<file path="config.mk">
export PLATFORM = sky130hd
export DESIGN_NAME = cache_axi_arbiter
export DESIGN_NICKNAME = d
export VERILOG_FILES = /design/src/rtl/cache_axi_arbiter_pkg.sv /design/src/rtl/cache_axi_arbiter_picker.sv /design/src/rtl/cache_axi_arbiter.sv
export SDC_FILE = /design/constraint.sdc
export NUM_CORES = 1
export LEC_CHECK = 0
export CORE_AREA = 4 4 202 204
export DETAILED_ROUTE_END_ITERATION = 16
export DIE_AREA = 0 0 206 208
export SLEW_MARGIN = 20
export SYNTH_ARGS = -nofsm -noshare
export SYNTH_HDL_FRONTEND = slang
export SYNTH_SLANG_ARGS = --single-unit
</file>
<file path="constraint.sdc">
create_clock -name aclk -period 1.7 [get_ports aclk]
set_input_delay 0.51 -clock aclk [delete_from_list [all_inputs] [get_ports aclk]]
set_output_delay 0.51 -clock aclk [all_outputs]
set_load 0.02 [all_outputs]
</file>
<file path="src/rtl/cache_axi_arbiter_pkg.sv">
// Shared definitions for the cache-to-AXI-bridge arbiter: FSM state
// encodings, request type codes and requester IDs.
package cache_axi_arbiter_pkg;

  typedef enum logic [2:0] {
    ST_IDLE    = 3'd0,
    ST_RD_REQ  = 3'd1,
    ST_RD_DATA = 3'd2,
    ST_WR_REQ  = 3'd3,
    ST_WR_WAIT = 3'd4
  } arb_state_t;

  // Anything other than TYPE_LINE is a single-word access.
  localparam logic [2:0] TYPE_LINE = 3'b100;

  // Requester IDs double as bit positions in the picker request vector.
  typedef enum logic [1:0] {
    ID_ICACHE = 2'd0,
    ID_DCACHE = 2'd1,
    ID_DCWR   = 2'd2
  } req_id_t;

  function automatic req_id_t onehot_to_id(input logic [2:0] grant);
    if (grant[2]) return ID_DCWR;
    if (grant[1]) return ID_DCACHE;
    return ID_ICACHE;
  endfunction

endpackage

</file>
<file path="src/rtl/cache_axi_arbiter_picker.sv">
// arb_picker3: three-way request picker with one-hot grant.
// Default build: fixed priority req[2] > req[1] > req[0].
// With CACHE_ARB_RR_EN defined: round-robin, the pointer moves to the
// candidate after the winner whenever a grant is taken (advance high).
module arb_picker3 (
`ifdef CACHE_ARB_RR_EN
  input  logic       clk,
  input  logic       rst_n,
  input  logic       advance,
`endif
  input  logic [2:0] req,
  output logic [2:0] grant
);

`ifdef CACHE_ARB_RR_EN
  logic [1:0] ptr;
  logic [2:0] rot;
  logic [2:0] pick;

  // Rotate so the pointed-to candidate sits at bit 0, take the lowest set
  // bit, then rotate the pick back into requester positions.
  always_comb begin
    case (ptr)
      2'd1:    rot = {req[0], req[2:1]};
      2'd2:    rot = {req[1:0], req[2]};
      default: rot = req;
    endcase
    pick = rot & (~rot + 3'd1);
    case (ptr)
      2'd1:    grant = {pick[1:0], pick[2]};
      2'd2:    grant = {pick[0], pick[2:1]};
      default: grant = pick;
    endcase
  end

  // Pointer moves to the candidate after the winner on each taken grant.
  always_ff @(posedge clk or negedge rst_n) begin
    if (!rst_n) begin
      ptr <= 2'd0;
    end else if (advance && (|req)) begin
      ptr <= grant[0] ? 2'd1 : (grant[1] ? 2'd2 : 2'd0);
    end
  end
`else
  // Fixed priority: dcache write, then dcache read, then icache read.
  always_comb begin
    grant[2] = req[2];
    grant[1] = req[1] & ~req[2];
    grant[0] = req[0] & ~req[1] & ~req[2];
  end
`endif

endmodule

</file>
<file path="src/rtl/cache_axi_arbiter.sv">
// cache_axi_arbiter: funnels icache reads, dcache reads and dcache writes
// onto a single-outstanding read/write bridge interface.
// Optional feature macro: CACHE_ARB_RR_EN (round-robin arbitration).
//
// state      | meaning
// IDLE       | arbitrate; latch winner's type/addr/strobe/data and ID
// RD_REQ     | m_rd_req held from latches until m_rd_rdy
// RD_DATA    | return beats forwarded to the granted read requester
// WR_REQ     | m_wr_req held from latches until m_wr_rdy
// WR_WAIT    | waiting for m_wr_done
module cache_axi_arbiter
  import cache_axi_arbiter_pkg::*;
#(
  parameter int ADDR_W     = 32,
  parameter int LINE_BEATS = 4
) (
  input  logic                    aclk,
  input  logic                    aresetn,
  input  logic [1:0]              s_rd_req,
  input  logic [5:0]              s_rd_type,
  input  logic [2*ADDR_W-1:0]     s_rd_addr,
  output logic [1:0]              s_rd_rdy,
  output logic [1:0]              s_ret_valid,
  output logic                    s_ret_last,
  output logic [31:0]             s_ret_data,
  input  logic                    dc_wr_req,
  input  logic [2:0]              dc_wr_type,
  input  logic [ADDR_W-1:0]       dc_wr_addr,
  input  logic [3:0]              dc_wr_wstrb,
  input  logic [32*LINE_BEATS-1:0] dc_wr_data,
  output logic                    dc_wr_rdy,
  output logic                    dc_wr_done,
  output logic                    m_rd_req,
  output logic [2:0]              m_rd_type,
  output logic [ADDR_W-1:0]       m_rd_addr,
  input  logic                    m_rd_rdy,
  input  logic                    m_ret_valid,
  input  logic                    m_ret_last,
  input  logic [31:0]             m_ret_data,
  output logic                    m_wr_req,
  output logic [2:0]              m_wr_type,
  output logic [ADDR_W-1:0]       m_wr_addr,
  output logic [3:0]              m_wr_wstrb,
  output logic [32*LINE_BEATS-1:0] m_wr_data,
  input  logic                    m_wr_rdy,
  input  logic                    m_wr_done
);

  localparam logic [1:0] LAST_BEAT = 2'(LINE_BEATS - 1);

  arb_state_t              state;
  req_id_t                 grant_id;
  logic [2:0]              lat_type;
  logic [ADDR_W-1:0]       lat_addr;
  logic [3:0]              lat_wstrb;
  logic [32*LINE_BEATS-1:0] lat_data;
  logic [1:0]              beat_cnt;
  logic [2:0]              req_vec;
  logic [2:0]              grant;
  req_id_t                 win_id;

  assign req_vec = {dc_wr_req, s_rd_req};
  assign win_id  = onehot_to_id(grant);

  arb_picker3 u_picker (
`ifdef CACHE_ARB_RR_EN
    .clk     (aclk),
    .rst_n   (aresetn),
    .advance (state == ST_IDLE),
`endif
    .req     (req_vec),
    .grant   (grant)
  );

  // Bridge-side request fields come only from the latched transaction.
  assign m_rd_type  = lat_type;
  assign m_rd_addr  = lat_addr;
  assign m_wr_type  = lat_type;
  assign m_wr_addr  = lat_addr;
  assign m_wr_wstrb = lat_wstrb;
  assign m_wr_data  = lat_data;

  // Handshake pulses and return data pass straight through, gated by state.
  always_comb begin
    s_rd_rdy    = 2'b00;
    s_ret_valid = 2'b00;
    s_ret_last  = 1'b0;
    s_ret_data  = 32'd0;
    if (state == ST_RD_REQ && m_rd_rdy) begin
      s_rd_rdy = (grant_id == ID_DCACHE) ? 2'b10 : 2'b01;
    end
    if (state == ST_RD_DATA) begin
      if (m_ret_valid) begin
        s_ret_valid = (grant_id == ID_DCACHE) ? 2'b10 : 2'b01;
      end
      s_ret_last = m_ret_valid & m_ret_last;
      s_ret_data = m_ret_data;
    end
    dc_wr_rdy  = (state == ST_WR_REQ) && m_wr_rdy;
    dc_wr_done = (state == ST_WR_WAIT) && m_wr_done;
  end

  // Transaction FSM with latched request fields and registered bridge requests.
  always_ff @(posedge aclk or negedge aresetn) begin
    if (!aresetn) begin
      state     <= ST_IDLE;
      grant_id  <= ID_ICACHE;
      lat_type  <= 3'd0;
      lat_addr  <= '0;
      lat_wstrb <= 4'd0;
      lat_data  <= '0;
      beat_cnt  <= 2'd0;
      m_rd_req  <= 1'b0;
      m_wr_req  <= 1'b0;
    end else begin
      case (state)
        ST_IDLE: begin
          if (|req_vec) begin
            grant_id <= win_id;
            beat_cnt <= 2'd0;
            if (grant[2]) begin
              lat_type  <= dc_wr_type;
              lat_addr  <= dc_wr_addr;
              lat_wstrb <= dc_wr_wstrb;
              lat_data  <= dc_wr_data;
              m_wr_req  <= 1'b1;
              state     <= ST_WR_REQ;
            end else begin
              lat_type  <= grant[1] ? s_rd_type[5:3] : s_rd_type[2:0];
              lat_addr  <= grant[1] ? s_rd_addr[2*ADDR_W-1:ADDR_W]
                                    : s_rd_addr[ADDR_W-1:0];
              lat_wstrb <= 4'd0;
              lat_data  <= '0;
              m_rd_req  <= 1'b1;
              state     <= ST_RD_REQ;
            end
          end
        end
        ST_RD_REQ: begin
          if (m_rd_rdy) begin
            m_rd_req <= 1'b0;
            state    <= ST_RD_DATA;
          end
        end
        ST_RD_DATA: begin
          if (m_ret_valid) begin
            beat_cnt <= beat_cnt + 2'd1;
            if (m_ret_last || (lat_type != TYPE_LINE) || (beat_cnt == LAST_BEAT)) begin
              state <= ST_IDLE;
            end
          end
        end
        ST_WR_REQ: begin
          if (m_wr_rdy) begin
            m_wr_req <= 1'b0;
            state    <= ST_WR_WAIT;
          end
        end
        ST_WR_WAIT: begin
          if (m_wr_done) begin
            state <= ST_IDLE;
          end
        end
        default: state <= ST_IDLE;
      endcase
    end
  end

endmodule

</file>
==> flow_metrics.tcl <==
set metrics [dict create \
    status "complete, but fails checks" \
    violations "negative setup slack" \
    relSlewSlack_pct 71.4 \
    post-route-cell-area_sq_um 15200 \
    ant_nets 0 \
    ys_seq_area_share_pct 57.2 \
    endpoint_kind "primary output" \
    ys_ff_latch 176 \
    leakage_uw 0.00691 \
    dpl.hpwl_mm 23.9 \
    setup_tns_ns -48.63 \
    syn_nets 888 \
    initial_core_util_pct 19.6 \
    wirelength_mm 32.9 \
    fmax_mhz 461 \
    r2r_cells 8 \
    cp_max_fo 9 \
    slowest_stage "dfrtp_2" \
    clk_pin_slew_worst_paths_ns 0.07 \
    dr.pass1.iters 4 \
    routedWlPerCell_um 19.2 \
    nets 1454 \
    io_buffers 521 \
    chipHeight_um 208 \
    layout_setup_ws_ns -0.471 \
    final_max_slew_viol_count 0 \
    cts_inserted_buffers 17 \
    maxCapViolations 0 \
    cts_root_buffer "clkbuf_16" \
    drt_iter0_markers 302 \
    place_area_sq_um 13700 \
    final_util_pct 38.6 \
    synth.area.top_cells "dfrtp_1 57%, a22o_1 15%, mux2_2 5.1%" \
    holdCritPathClass "flop to flop" \
    path_class "flop to primary output" \
    synth_cell_types 35 \
    n_fill_cell 3878 \
    cts_sinks 176 \
    cts_buffer_depth 2 \
    die-area_sq_um 42800 \
    hold_depth 1 \
    rsz0062_at_grt "true" \
    final_cell_mix "275 x clkdlybuf4s50_1, 170 x dfrtp_1, 132 x a22o_1" \
    drc 0 \
    die_w_um 206 \
    avgSynthCellArea_sq_um 12.7 \
    layout_commonest_cell "clkdlybuf4s50_1" \
    grt_first_pass_wirelength_mm 46.2 \
    reg2reg_slack_ns -0.27 \
    gp_congestion 0.769 \
    vias_per_cell 4.23 \
    period_share_pct 128 \
    multiInputGateArea_sq_um 2850 \
    grt-ovfl-total 0 \
    yosysWarnings 0 \
    grt_max_degree 40 \
    area_delta_synth_final_pct 97.1 \
    seq_area_sq_um 4410 \
    rows 73 \
    cellPowerDensity_nw_per_um2 1870 \
    cp_cell_sequence "nor3b_4 -> buf_6 -> buf_12 -> and3_4 -> buf_6" \
    fin_hold_ws_ns 0.500 \
    synth_area_sq_um 7700 \
    synthCells 608 \
    clk_latency_ns 0.44 \
    synth_top_area_cell "dfrtp_1" \
    worst_slew_pin_slew_ns 0.429 \
    worstPathRequired_ns 1.19 \
    yosysTopAreaCellShare_pct 57.2 \
    layout-drive-gt1-share_pct 27.9 \
    worstSetupStartpointType "flop" \
    h-tree-depth 4 \
    min_period_ns 2.17 \
    core_sq_um 39300 \
    fin_skew_ns 0.0133 \
    ir_worst_vdd_v 0.000705 \
    pin_count 522 \
    antenna_found_initial 3 \
    max_stage_delay_ns 0.45 \
    arrival_ns 1.66 \
    cts_tree "built" \
    setup_violations 211 \
    finalHoldViolCount 0 \
    track_usage_pct 14.1 \
    dp_worst_setup_slack_ns -0.930 \
    grt_pass1_vias 7687 \
    crit_top_cell "buf_6" \
    vias 7239 \
]
==> synth_stat cells <==
cell type,instances
o211ai_1,1
a21o_1,1
o21a_1,1
buf_6,11
inv_1,1
nor3_2,2
nand3_1,1
and2_1,33
nor3_1,1
mux2_1,1
o2bb2ai_1,2
nor2b_1,3
nand2b_1,2
ha_1,1
a21oi_1,1
nand3b_1,1
nand4bb_1,1
nor2_1,5
a211oi_1,1
and3_1,3
nor3b_1,1
a31o_1,1
mux2i_1,36
clkbuf_1,11
o21ai_0,37
o311a_1,1
buf_2,18
and2b_1,1
dfrtp_1,176
a22o_1,132
mux2_2,35
or4b_1,1
buf_4,46
or3_1,1
nand2_1,38
==> sequential cells by signal, summed over array words and instances, names as in the netlist <==
signal and cells:
m_wr_data 128, m_rd_addr 32, m_wr_wstrb 4, m_rd_type 3, state 3, beat_cnt 2
grant_id 2, m_rd_req 1, m_wr_req 1
==> where the power goes <==
group / leakage [uW] / switching, uW / internal [uW]
sequential: 0.00224 / 1480 / 6360
combinational: 0.00440 / 8070 / 8630
clock: 0.000275 / 1810 / 1970
==> worst paths after layout <==
kind	startpoint	endpoint
max in group asynchronous	aresetn	m_rd_type[0]$_DFFE_PN0P_
max	state[2]$_DFFE_PN0P_	s_ret_last
min	m_wr_data[103]$_DFFE_PN0P_	m_wr_data[103]$_DFFE_PN0P_
max reg2reg	state[2]$_DFFE_PN0P_	m_wr_data[123]$_DFFE_PN0P_
min reg2reg	m_wr_data[103]$_DFFE_PN0P_	m_wr_data[103]$_DFFE_PN0P_
min in group asynchronous	aresetn	m_wr_data[52]$_DFFE_PN0P_
==> routing by layer <==
layer	global-route usage [%]	vias up	routed length, um
li1	-	3327	-
met4	3.33	4	351
met5	0	-	33
met3	5.16	26	2750
met2	24.2	317	16600
met1	16.9	3565	13200
==> repair_timing <==
| action | CTS | global route |
|---|---|---|
| gates cloned | 5 | 14 |
| endpoints found under the setup margin | 380 | 348 |
| hold buffers | 1 | 0 |
| hold endpoints to repair | 2 | 0 |
| setup buffers | 17 | 6 |
| pin swaps | 7 | 19 |
| gates resized for setup | 681 | 41 |
==> through the flow <==
| stage | power (uW) | instances |
|---|---|---|
| 4_1_cts | 27400 | 1691 |
| 5_1_grt | 29900 | 1711 |
| 6_report | 28300 | 1712 |
| 2_1_floorplan | 15900 | 608 |
| 3_3_place_gp | 23400 | 1637 |
| 3_5_place_dp | 23500 | 1637 |
==> final cells by class <==
cell class | instances | area share [%]
Antenna cell | 1 | 0.0165
Clock buffer | 19 | 2.99
Clock inverter | 12 | 0.676
Inverter | 1 | 0.0247
Multi-Input combinational cell | 345 | 18.8
Sequential cell | 176 | 29.1
Tap cell | 525 | 4.33
Timing Repair Buffer | 633 | 44.1
==> logic make-up (layout without fill, tap and decap cells) <==
family	count (synthesis)	in the layout	share of synthesized area, %
compound gates	178	178	18.4
simple gates	94	94	6.47
other cells	0	1	0
fa+ha+maj	1	1	0.163
flops	176	176	57.2
buf+inv	87	665	7.85
mux	72	72	9.95
==> worst max-delay path: cells and delay by family (launching register included) <==
| kind | cells | cell delay, ns |
|---|---|---|
| flops | 1 | 0.45 |
| buf+inv | 3 | 0.40 |
| simple gates | 2 | 0.37 |
Power figures use the tool's default switching activity.
